File: src/rtl/alu_decode_pipe.sv
// alu_decode_pipe: ID-stage RV32I ALU control decoder feeding a registered ID/EX stage
// with valid/stall/flush and a saturating illegal-encoding counter. RV32M decode: RISCV_MULDIV_EN.
module alu_decode_pipe #(
  parameter int CTRL_W = 5,
  parameter int CNT_W  = 8
) (
  input  logic              clk,
  input  logic              rst_n,
  input  logic              id_valid,
  input  logic              stall,
  input  logic              flush,
  input  logic [1:0]        alu_op,
  input  logic [2:0]        funct3,
  input  logic              funct75,
  input  logic              funct70,
  input  logic              op5,
  output logic              ex_valid,
  output logic [CTRL_W-1:0] ex_alu_ctrl,
  output logic [1:0]        ex_data_type,
  output logic              ex_mem_unsigned,
  output logic              ex_illegal,
  output logic [CNT_W-1:0]  illegal_cnt
);

  localparam logic [4:0] ALU_ADD  = 5'd0;
  localparam logic [4:0] ALU_SUB  = 5'd1;
  localparam logic [4:0] ALU_AND  = 5'd2;
  localparam logic [4:0] ALU_OR   = 5'd3;
  localparam logic [4:0] ALU_SLL  = 5'd4;
  localparam logic [4:0] ALU_SLT  = 5'd5;
  localparam logic [4:0] ALU_SRL  = 5'd6;
  localparam logic [4:0] ALU_SRA  = 5'd7;
  localparam logic [4:0] ALU_SLTU = 5'd8;
  localparam logic [4:0] ALU_XOR  = 5'd9;

  localparam logic [1:0] DT_WORD = 2'b00;
  localparam logic [1:0] DT_BYTE = 2'b01;
  localparam logic [1:0] DT_HALF = 2'b10;

  localparam logic [CNT_W-1:0] CNT_MAX = {CNT_W{1'b1}};
  localparam logic [CNT_W-1:0] CNT_ONE = {{(CNT_W-1){1'b0}}, 1'b1};

  logic [4:0]        w_code;
  logic [1:0]        w_dt;
  logic              w_uns;
  logic              w_illegal;
  logic              w_muldiv_enc;
  logic              w_accept;
  logic [CTRL_W-1:0] w_ctrl_fin;
  logic [1:0]        w_dt_fin;
  logic              w_uns_fin;

  logic              r_valid;
  logic [CTRL_W-1:0] r_ctrl;
  logic [1:0]        r_dt;
  logic              r_uns;
  logic              r_illegal;
  logic [CNT_W-1:0]  r_cnt;

  // R-type with funct7 = 0000001 selects the RV32M group
  assign w_muldiv_enc = op5 & funct70 & ~funct75;
  assign w_accept     = id_valid & ~stall & ~flush;

  // Raw decode of the ID-stage fields into ALU code, data type, signedness and legality
  always_comb begin
    w_code    = ALU_ADD;
    w_dt      = DT_WORD;
    w_uns     = 1'b0;
    w_illegal = 1'b0;
    case (alu_op)
      2'b00: begin
        w_uns = funct3[2];
        case (funct3[1:0])
          2'b00:   w_dt = DT_BYTE;
          2'b01:   w_dt = DT_HALF;
          2'b10:   w_dt = DT_WORD;
          default: w_dt = DT_WORD;
        endcase
        // Stores have no unsigned forms; LWU does not exist in RV32
        w_illegal = (funct3[1:0] == 2'b11) || (funct3[2] && op5) || (funct3 == 3'b110);
      end
      2'b01: begin
        case (funct3)
          3'b000, 3'b001: w_code = ALU_SUB;
          3'b100, 3'b101: w_code = ALU_SLT;
          3'b110, 3'b111: w_code = ALU_SLTU;
          default:        w_illegal = 1'b1;
        endcase
      end
      2'b10: begin
        if (w_muldiv_enc) begin
`ifdef RISCV_MULDIV_EN
          w_code = {2'b10, funct3};
`else
          w_illegal = 1'b1;
`endif
        end else begin
          case (funct3)
            3'b000:  w_code = (op5 && funct75) ? ALU_SUB : ALU_ADD;
            3'b001:  w_code = ALU_SLL;
            3'b010:  w_code = ALU_SLT;
            3'b011:  w_code = ALU_SLTU;
            3'b100:  w_code = ALU_XOR;
            3'b101:  w_code = funct75 ? ALU_SRA : ALU_SRL;
            3'b110:  w_code = ALU_OR;
            3'b111:  w_code = ALU_AND;
            default: w_code = ALU_ADD;
          endcase
          w_illegal = (!op5 && (funct3 == 3'b001) && funct75) ||
                      (op5 && funct75 && (funct3 != 3'b000) && (funct3 != 3'b101));
        end
      end
      default: w_illegal = 1'b1;
    endcase
  end

  // An illegal decode collapses to a harmless ADD with no memory attributes
  assign w_ctrl_fin = w_illegal ? {CTRL_W{1'b0}} : CTRL_W'(w_code);
  assign w_dt_fin   = w_illegal ? DT_WORD : w_dt;
  assign w_uns_fin  = w_illegal ? 1'b0 : w_uns;

  // ID/EX register: flush beats stall beats a normal load
  always_ff @(posedge clk or negedge rst_n) begin
    if (!rst_n) begin
      r_valid   <= 1'b0;
      r_ctrl    <= {CTRL_W{1'b0}};
      r_dt      <= 2'b00;
      r_uns     <= 1'b0;
      r_illegal <= 1'b0;
    end else if (flush) begin
      r_valid   <= 1'b0;
      r_ctrl    <= {CTRL_W{1'b0}};
      r_dt      <= 2'b00;
      r_uns     <= 1'b0;
      r_illegal <= 1'b0;
    end else if (stall) begin
      r_valid   <= r_valid;
      r_ctrl    <= r_ctrl;
      r_dt      <= r_dt;
      r_uns     <= r_uns;
      r_illegal <= r_illegal;
    end else if (id_valid) begin
      r_valid   <= 1'b1;
      r_ctrl    <= w_ctrl_fin;
      r_dt      <= w_dt_fin;
      r_uns     <= w_uns_fin;
      r_illegal <= w_illegal;
    end else begin
      r_valid   <= 1'b0;
      r_ctrl    <= {CTRL_W{1'b0}};
      r_dt      <= 2'b00;
      r_uns     <= 1'b0;
      r_illegal <= 1'b0;
    end
  end

  // Saturating count of illegal decodes actually accepted into EX
  always_ff @(posedge clk or negedge rst_n) begin
    if (!rst_n) begin
      r_cnt <= {CNT_W{1'b0}};
    end else if (w_accept && w_illegal && (r_cnt != CNT_MAX)) begin
      r_cnt <= r_cnt + CNT_ONE;
    end else begin
      r_cnt <= r_cnt;
    end
  end

  assign ex_valid        = r_valid;
  assign ex_alu_ctrl     = r_ctrl;
  assign ex_data_type    = r_dt;
  assign ex_mem_unsigned = r_uns;
  assign ex_illegal      = r_illegal;
  assign illegal_cnt     = r_cnt;

endmodule

File: config.mk
export PLATFORM = sky130hd
export DESIGN_NAME = alu_decode_pipe
export DESIGN_NICKNAME = d
export VERILOG_FILES = /design/src/rtl/alu_decode_pipe.sv
export SDC_FILE = /design/constraint.sdc
export NUM_CORES = 1
export LEC_CHECK = 0
export CORE_AREA = 10 10 72 74
export DETAILED_ROUTE_END_ITERATION = 8
export DIE_AREA = 0 0 82 84
export PLACE_DENSITY = 0.5
export SLEW_MARGIN = 20
export SYNTH_ARGS = -nofsm -noshare
export SYNTH_HDL_FRONTEND = slang
export SYNTH_SLANG_ARGS = --single-unit
File: constraint.sdc
create_clock -name clk -period 1.97 [get_ports clk]
set_input_delay 0.2955 -clock clk [delete_from_list [all_inputs] [get_ports clk]]
set_output_delay 0.2955 -clock clk [all_outputs]
set_load 0.05 [all_outputs]
# --- Word-level counts from Yosys, hierarchy flattened ---
# Cells that the tools add are included.
op_classes:
  mux: 30
  shift: 0
  n_mul: 0
  bitwise: 7
  n_eq_ne: 14
  add_sub_neg: 1
  order_cmp: 0
  div_mod_pow: 0
  n_reduce_logical: 20
ops:
  columns: ["operator", "n"]
  rows:
  - ["one-hot mux 5 bit (8 select lines)", 1]
  - ["two-way mux 5 bit", 5]
  - ["two-way mux 1 bit", 15]
  - ["== test 3 bit, second input constant", 4]
  - ["one-hot mux 4 bit (3 select lines)", 1]
  - ["two-way mux 2 bit", 5]
  - ["one-hot mux 5 bit (2 select lines)", 1]
  - ["adder 8 x 1 -> 8 bit, second input constant", 1]
  - ["logical AND 1 bit", 8]
  - ["inequality test 8 bit, second input constant", 1]
  - ["== test 3 x 2 -> 1 bit, second input constant", 2]
  - ["OR reduction 2 bit", 3]
  - ["OR reduction 6 bit", 1]
  - ["bitwise AND 1 bit", 4]
  - ["== test 2 x 1 -> 1 bit, second input constant", 2]
  - ["== test 2 bit, second input constant", 2]
  - ["logical NOT 2 bit", 2]
  - ["one-hot mux 2 bit (2 select lines)", 1]
  - ["== test 3 x 1 -> 1 bit, second input constant", 1]
  - ["logical NOT 3 bit", 1]
  - ["logical OR 1 bit", 3]
  - ["inequality test 3 bit, second input constant", 1]
  - ["NOT 1 bit", 3]
  - ["one-hot mux 1 bit (3 select lines)", 1]
  - ["3 further kinds", 3]
totals:
  regBits: 18
  mem_bits_ro: 0
  ram_bits: 0
  latch_bits: 0
  n_memories: 0
  word_cells: 78
  out_inout_bits: 18

# --- Depth between registers and ports, before layout ---
# Gate-level depths: netlist of run 1.
logic_depth:
  word_depth: 10
  depth_mapped: 8
  depth_no_buf: 7

# --- Least setup slack after synthesis of run 1 ---
# No wires, ideal clock.
synth_path:
  path_kind: "register to register"
  from: "reg r_cnt[0], in the netlist illegal_cnt[0]"
  to: "reg r_cnt[1], in the netlist illegal_cnt[1]"
  setup_ns: 0.128
  t_arrival_ns: 1.731
  required_ns: 1.842
  path_stages_with_launch: 6
  path_buffers: 0
  synth_period_minus_slack_ns: 1.859
  path_slack_ns: 0.111
  cell_sequence: "dfrtp_1 -> ha_1 -> nand2_1 -> nor2_2 -> nor3_2 -> mux2_1"
synth_via:
  elab_chain_len: 2
synth_lines:
  columns: ["item", "line_no", "text"]
  rows:
  - ["from (decl)", "58", "logic [CNT_W-1:0] r_cnt;"]
  - ["from (signal assigned)", "160", "r_cnt <= {CNT_W{1'b0}};"]
  - ["from (signal assigned)", "162", "r_cnt <= r_cnt + CNT_ONE;"]
  - ["from (signal assigned)", "164", "r_cnt <= r_cnt;"]
  - ["branches (longest 2 deep; another with adder 8 x 1 -> 8 bit)", null, null]
# Parallel ways; which one is timed is not known.
# A chain may end at the register's enable or synchronous reset.

# --- Final worst setup path of run 1 ---
layout_path:
  from: "in alu_op[0]"
  to: "reg r_cnt[1], in the netlist illegal_cnt[1]"
layout_via:
  elab_chain_len: 4
layout_lines:
  columns: ["item", "line_no", "text"]
  rows:
  - ["from (decl)", "12", "input logic [1:0] alu_op,"]
  - ["== test 2 bit (tied with other cells)", "70", "case (alu_op)"]
  - ["one-hot mux 1 bit (3 select lines) *", "70", null]
  - ["logical AND 1 bit * (2 in series)", "161", "end else if (w_accept && w_illegal && (r_cnt != CNT_MAX)) begin"]
# Every way passes the cells marked *; elsewhere a longest branch is shown, timed or not.

==> results of run 1 <==
==> layout by cell type, fill, tap and decap left out, types with 4 or more instances in the layout <==
| master | netlist | final |
|---|---|---|
| a21oi_1 | 4 | 4 |
| buf_4 | 2 | 18 |
| clkdlybuf4s50_1 | 0 | 28 |
| dfrtp_1 | 17 | 17 |
| ha_1 | 5 | 4 |
| inv_1 | 5 | 4 |
| nand2_1 | 17 | 17 |
| nand3_1 | 4 | 4 |
| nor3_2 | 7 | 4 |
| xor2_1 | 5 | 5 |
==> logic make-up (layout without fill, tap and decap cells) <==
family / count (synthesis) / in the layout / share of synthesized area (%)
fa+ha+maj: 5 / 5 / 5.62
buf+inv: 10 / 57 / 6.19
simple gates: 47 / 48 / 28.5
mux: 3 / 3 / 3.71
compound gates: 21 / 21 / 13.5
xor+xnor: 5 / 5 / 3.94
flops: 17 / 17 / 38.2
other cells: 1 / 1 / 0.337
==> synth_stat cells, drive strengths merged, types with 3 or more instances <==
cell type / n
inv: 5
mux2: 3
a21oi: 4
dfrtp: 17
xor2: 5
nand2: 17
nand3: 6
o31ai: 3
nor2: 3
buf: 4
nor3: 7
nor2b: 3
ha: 5
o21ai: 6
==> worst max-delay path: cells and delay by family <==
kind / cells / cell delay (ns)
multiplexers: 1 / 0.31
AO/OA/AOI/OAI: 1 / 0.20
AND/OR/NAND/NOR: 2 / 0.44
buffers and inverters: 2 / 0.58
adder cells (fa/ha/maj): 1 / 0.21
==> report_power, final <==
part           total [mW]  internal [mW]  leakage, nW  switching [mW]
combinational       0.409          0.159        0.485           0.250
clock               0.253          0.143       0.0228           0.110
sequential          0.436          0.387        0.231          0.0491
total                1.10          0.689        0.739           0.409
==> sequential cells by signal, indices dropped and copies added, names as in the netlist <==
signal	cells
ex_alu_ctrl	4
ex_mem_unsigned	1
illegal_cnt	8
ex_illegal	1
ex_data_type	2
ex_valid	1
==> worst max-delay path by stage <==
stage,start,endpoint,slack (ns),cells after the start
finish,alu_op[0],illegal_cnt[1]$_DFFE_PN0P_,0.06,7
floorplan,illegal_cnt[0]$_DFFE_PN0P_,illegal_cnt[1]$_DFFE_PN0P_,0.11,5
global placement,alu_op[1],illegal_cnt[1]$_DFFE_PN0P_,-0.16,8
detailed placement,alu_op[1],illegal_cnt[1]$_DFFE_PN0P_,-0.24,7
CTS,alu_op[1],illegal_cnt[1]$_DFFE_PN0P_,0.02,7
global route,alu_op[0],illegal_cnt[1]$_DFFE_PN0P_,-0.01,8
==> layout make-up <==
class                   count  area share (%)
flip-flops and latches     17            25.9
well taps                  50            3.81
repair buffers             48            26.7
inverters                   5            1.14
clock buffers               4            2.74
multi-input cells          83            39.7
==> timing repair <==
action | 4_1_cts | 5_1_grt
hold buffers | 0 | 0
hold endpoints to repair | 0 | 0
endpoints found under the setup margin | 0 | 6
gates resized for setup | 0 | 8
setup buffers | 0 | 1
==> through the flow <==
| step | worst slack [ns] | cells | setup TNS, ns |
|---|---|---|---|
| 5_1_grt | -0.0134 | 207 | -0.0134 |
| 3_3_place_gp | -0.160 | 201 | -1.37 |
| 3_5_place_dp | -0.235 | 201 | -2.24 |
| 2_1_floorplan | 0.111 | 109 | 0 |
| 6_report | 0.0603 | 207 | 0 |
| 4_1_cts | 0.0219 | 205 | 0 |
==> routing by layer <==
layer / part of all wire (%) / up-vias
met3: 5.2 / 4
met1: 47 / 443
met2: 46 / 21
met4: 2.0 / 0
met5: 0 / -
li1: - / 484
==> metrics, run 1 <==
# rows=23; FFs w/ async S/R, synth=100%; FF-to-FF setup slack=between 0.2 and 0.3 ns; Cell Area, Synth=1110 µm²; Finished Cell Area=approximately 1600 µm²; clk_lat worst skew=around 0.24 ns; final wirelength=between 2 and 3 mm; post-synthesis instance total=109; pwr dens=about 670 nW/µm²; CTS tree=done; GR Util met3=roughly 1.1%; routability cong.=between 0.7 and 0.8; # fillers=roughly 400; initial antenna violation count=0; startpoint types=primary input; Worst-path clk slew=0.06 ns; Critical Path AT=2.04 ns; top cells by area, synth=dfrtp_1 38%, nor3_2 6.3%, nand2_1 5.7%, ha_1 5.6%, xor2_1 3.9%; final number of max-transition violations=0; CP required=between 2 and 2.5 ns; dominant synthesized flop cell=dfrtp_1; die width=a little over 80 µm; DR WL/cell=between 10 and 15 µm; die area=around 6900 µm²; max_cap viols=0; drt pass-1 iters=4; Routed Antenna Nets=0; cts bufs inserted=3; clock sinks=17; I/O Buffers=29; final hold vios=0; Slew @ Worst Pin=just over 0.5 ns; Rel. slew slack=roughly two thirds; Synth area leader=dfrtp_1; DIE HEIGHT=between 80 and 90 µm; yosys warns=0; Mean Syn Cell Area=between 10 and 15 µm²; hold slack=roughly 0.38 ns; CTS Root Cell=clkbuf_8; syn_nets=~130; RSZ-0062 raised after global routing=yes; first-pass GRT wire length=approximately 4.4 mm; crit end category=flop; H-tree levels=1; Synth top area share=roughly two fifths; CP max-delay cell=clkdlybuf4s50_1; synth unique cells=37; via/cell ratio=4.60; global routing's busiest layer=met2; DR vias=952; achievable clock frequency=524 MHz; Iter 0 DRT Violations=48; hold crit path type=primary input to asynchronous set/reset pin; Global Route Usage Sum=about 7.8%; Nets=between 150 and 200; VDD IR-drop max=291 µV; Max stage delay on crit path=~0.43 ns; number of diodes=0; GR Overflow Total=0; Finished Core Util=between 40% and 50%; Reg area=roughly 430 µm²; met2 usage=approximately 12%; r2r worst-path depth=5; reg2reg start=illegal_cnt[0]$_DFFE_PN0P_; post-synthesis register bit count=17; placed cell areas=1550 µm²; Pleak=approximately 0.74 nW; fraction of layout cells with a size suffix above 1=between 20 and 30%; pin count of the biggest net entering global routing=18; final setup violation count=0; crit share post-route=between 90% and 100%; Post-Route Skew=0.000199 ns; Synth-to-Final Area Change=47.7%; CP Max Fanout=5; minimum clock period=approximately 1.9 ns; Critical R2R Capture=illegal_cnt[1]$_DFFE_PN0P_; area occupied by multi-input gates=~650 µm²; Final Power=1.10 mW; vias in the first global route=966; Top Ports=31; DRC viols=0; met1 Use GR=about a tenth; status=complete, no violations; Initial Util=between 20% and 30%; CP Cell Sequence=clkdlybuf4s50_1 -> buf_4 -> ha_1 -> a21oi_1 -> and4bb_4 -> nor3_4 -> mux2_1; Seq/Total Area, Yosys=about two fifths; hpwl dp=2.22 mm; Placeable Area=approximately 3900 µm²; CP Class=primary input to flop; Post-synth EDFFs=0; Clock Path Buffers=2
Note: power is estimated with default switching activity, not from simulation.
==> run 2: changes to the inputs <==
--- a/config.mk
+++ b/config.mk
@@ -8,7 +8,9 @@
 export CORE_AREA = 10 10 72 74
 export DETAILED_ROUTE_END_ITERATION = 8
 export DIE_AREA = 0 0 82 84
+export MAX_ROUTING_LAYER = met4
 export PLACE_DENSITY = 0.5
+export SKIP_LAST_GASP = 1
 export SLEW_MARGIN = 20
 export SYNTH_ARGS = -nofsm -noshare
 export SYNTH_HDL_FRONTEND = slang
==> metrics, run 2 (synthesis gave the netlist of run 1 again) <==
H-tree levels=1 (unchanged); Post-Route Skew=0.000513 ns (+0.000314 ns); sw frac=37.2% (-0.094 points); final hold vios=0 (unchanged); startpoint types=primary input; Worst-path clk slew=0.06 ns (about the same); max reg flops=8 (unchanged); Seq pwr share=39.7% (about the same); Iter 0 DRT Violations=48 (unchanged); pin count of the biggest net entering global routing=18 (unchanged); Max stage delay on crit path=0.43 ns (about the same); Routed Antenna Nets=0 (unchanged); hold crit path type=primary input to asynchronous set/reset pin; clock sinks=17 (unchanged); achievable clock frequency=523 MHz (-0.20%); Placeable Area=3860 µm² (unchanged); Initial Util=28.8% (unchanged); pwr dens=668 nW/µm² (-0.14%); crit share post-route=97.1% (+0.20 points); most frequent cells in the layout=28 x clkdlybuf4s50_1, 18 x buf_4, 17 x nand2_1, 17 x dfrtp_1, 5 x xor2_1; Gate power share=37.4% (+0.2 points); fraction of layout cells with a size suffix above 1=28.7% (unchanged); # rows=23 (unchanged); minimum clock period=1.91 ns (+0.00389 ns); Bufs and invs on worst path=2 (unchanged); DR vias=956 (+0.42%); delay-heaviest family, CP=buffers and inverters; CP Cell Sequence=clkdlybuf4s50_1 -> buf_4 -> ha_1 -> a21oi_1 -> and4bb_4 -> nor3_4 -> mux2_1; Critical R2R Capture=illegal_cnt[1]$_DFFE_PN0P_; CP Max Fanout=5 (unchanged); final wirelength=2.78 mm (+0.32%); number of diodes=0 (unchanged); Sum Neg Setup Slack=0 ns (unchanged); Critical Path AT=2.04 ns (about the same); I/O Buffers=29 (unchanged); CP max-delay cell=clkdlybuf4s50_1; switching pwr=408 µW (-0.39%); crit end category=flop; hpwl dp=2.22 mm (unchanged); VDD IR-drop max=290 µV (-0.16%); drt pass-1 iters=4 (unchanged); CTS tree=done; vias in the first global route=967 (+0.10%); Slew @ Worst Pin=0.510 ns (-0.000169 ns); clk_lat worst skew=0.24 ns (about the same); cts bufs inserted=3 (unchanged); Nets=176 (unchanged); max_cap viols=0 (unchanged); final number of max-transition violations=0 (unchanged); FF-to-FF setup slack=0.26 ns (about the same); placed cell areas=1550 µm² (unchanged); first-pass GRT wire length=4.43 mm (unchanged); GR Overflow Total=0 (unchanged); CP Class=primary input to flop; Top Ports=31 (unchanged); Clock Path Buffers=2 (unchanged); beginning of the critical path=alu_op[0]; r2r worst-path depth=5 (unchanged); Rel. slew slack=65.9% (about the same); cell internal pwr=689 µW (about the same); Synth-to-Final Area Change=47.7% (unchanged); initial antenna violation count=0 (unchanged); routability cong.=0.799 (+1.4%); Pleak=0.739 nW (unchanged); die area=6890 µm² (unchanged); status=complete, no violations; hold slack=0.378 ns (+0.000897 ns); CP required=2.10 ns (about the same); Final Power=1.10 mW (-0.14%); RSZ-0062 raised after global routing=yes; DIE HEIGHT=84 µm (unchanged); Finished Cell Area=1640 µm² (unchanged); DR WL/cell=13.4 µm (+0.32%); DRC viols=0 (unchanged); via/cell ratio=4.62 (+0.42%); reg2reg start=illegal_cnt[0]$_DFFE_PN0P_; Clk pwr share=22.9% (-0.2 points); final setup violation count=0 (unchanged); Global Route Usage Sum=8.05% (+0.21 points); die width=82 µm (unchanged); most common cell after layout, fill and taps aside=clkdlybuf4s50_1; CTS Root Cell=clkbuf_8
## run 2: cell counts in the layout (fill, tap and decap cells not counted)
Identical to the previous run, type by type.
## run 2: worst max-delay path by stage
| stage | to | slack (ns) | cells past startpoint |
|---|---|---|---|
| 3_3_place_gp | illegal_cnt[1]$_DFFE_PN0P_ | -0.16 | 8 |
| 2_1_floorplan | illegal_cnt[1]$_DFFE_PN0P_ | 0.11 | 5 |
| 5_1_grt | illegal_cnt[1]$_DFFE_PN0P_ | -0.01 | 8 |
| 3_5_place_dp | illegal_cnt[1]$_DFFE_PN0P_ | -0.24 | 7 |
| 4_1_cts | illegal_cnt[1]$_DFFE_PN0P_ | 0.02 | 7 |
| 6_report | illegal_cnt[1]$_DFFE_PN0P_ | 0.06 | 7 |
## run 2: power groups by stage
stage	registers [mW]	clock network, mW	logic [mW]
2_1_floorplan	0.566	0	0.116
3_3_place_gp	0.441	0	0.399
3_5_place_dp	0.441	0	0.404
4_1_cts	0.435	0.262	0.405
5_1_grt	0.439	0.281	0.436
6_report	0.435	0.252	0.410
## run 2: repair_timing
action	in CTS	in global routing
endpoints found under the setup margin	0	6
hold buffers	0	0
resized for setup	0	8
buffers inserted	0	1
## run 2: per-stage QoR
stage / utilization (%) / setup WS (ns) / std cells
after floorplan: - / 0.111 / 109
after global placement: 40.2 / -0.160 / 201
after detailed placement: 40.2 / -0.235 / 201
after CTS: 41.4 / 0.0219 / 205
after global routing: 42.6 / -0.0134 / 207
final: 42.6 / 0.0564 / 207
## run 2: layout make-up
| class | count | area, µm² |
|---|---|---|
| Inverter | 5 | 18.8 |
| Sequential cell | 17 | 425 |
| Clock buffer | 4 | 45.0 |
| Tap cell | 50 | 62.6 |
| Multi-Input combinational cell | 83 | 652 |
| Timing Repair Buffer | 48 | 439 |
| Fill cell | 401 | 2210 |
## run 2: per-layer routing
| layer | wire, µm | global-route usage (%) |
|---|---|---|
| met5 | 0 | - |
| met2 | 1260 | 12.3 |
| met3 | 120 | 0.754 |
| met1 | 1330 | 9.89 |
| met4 | 61 | 4.64 |
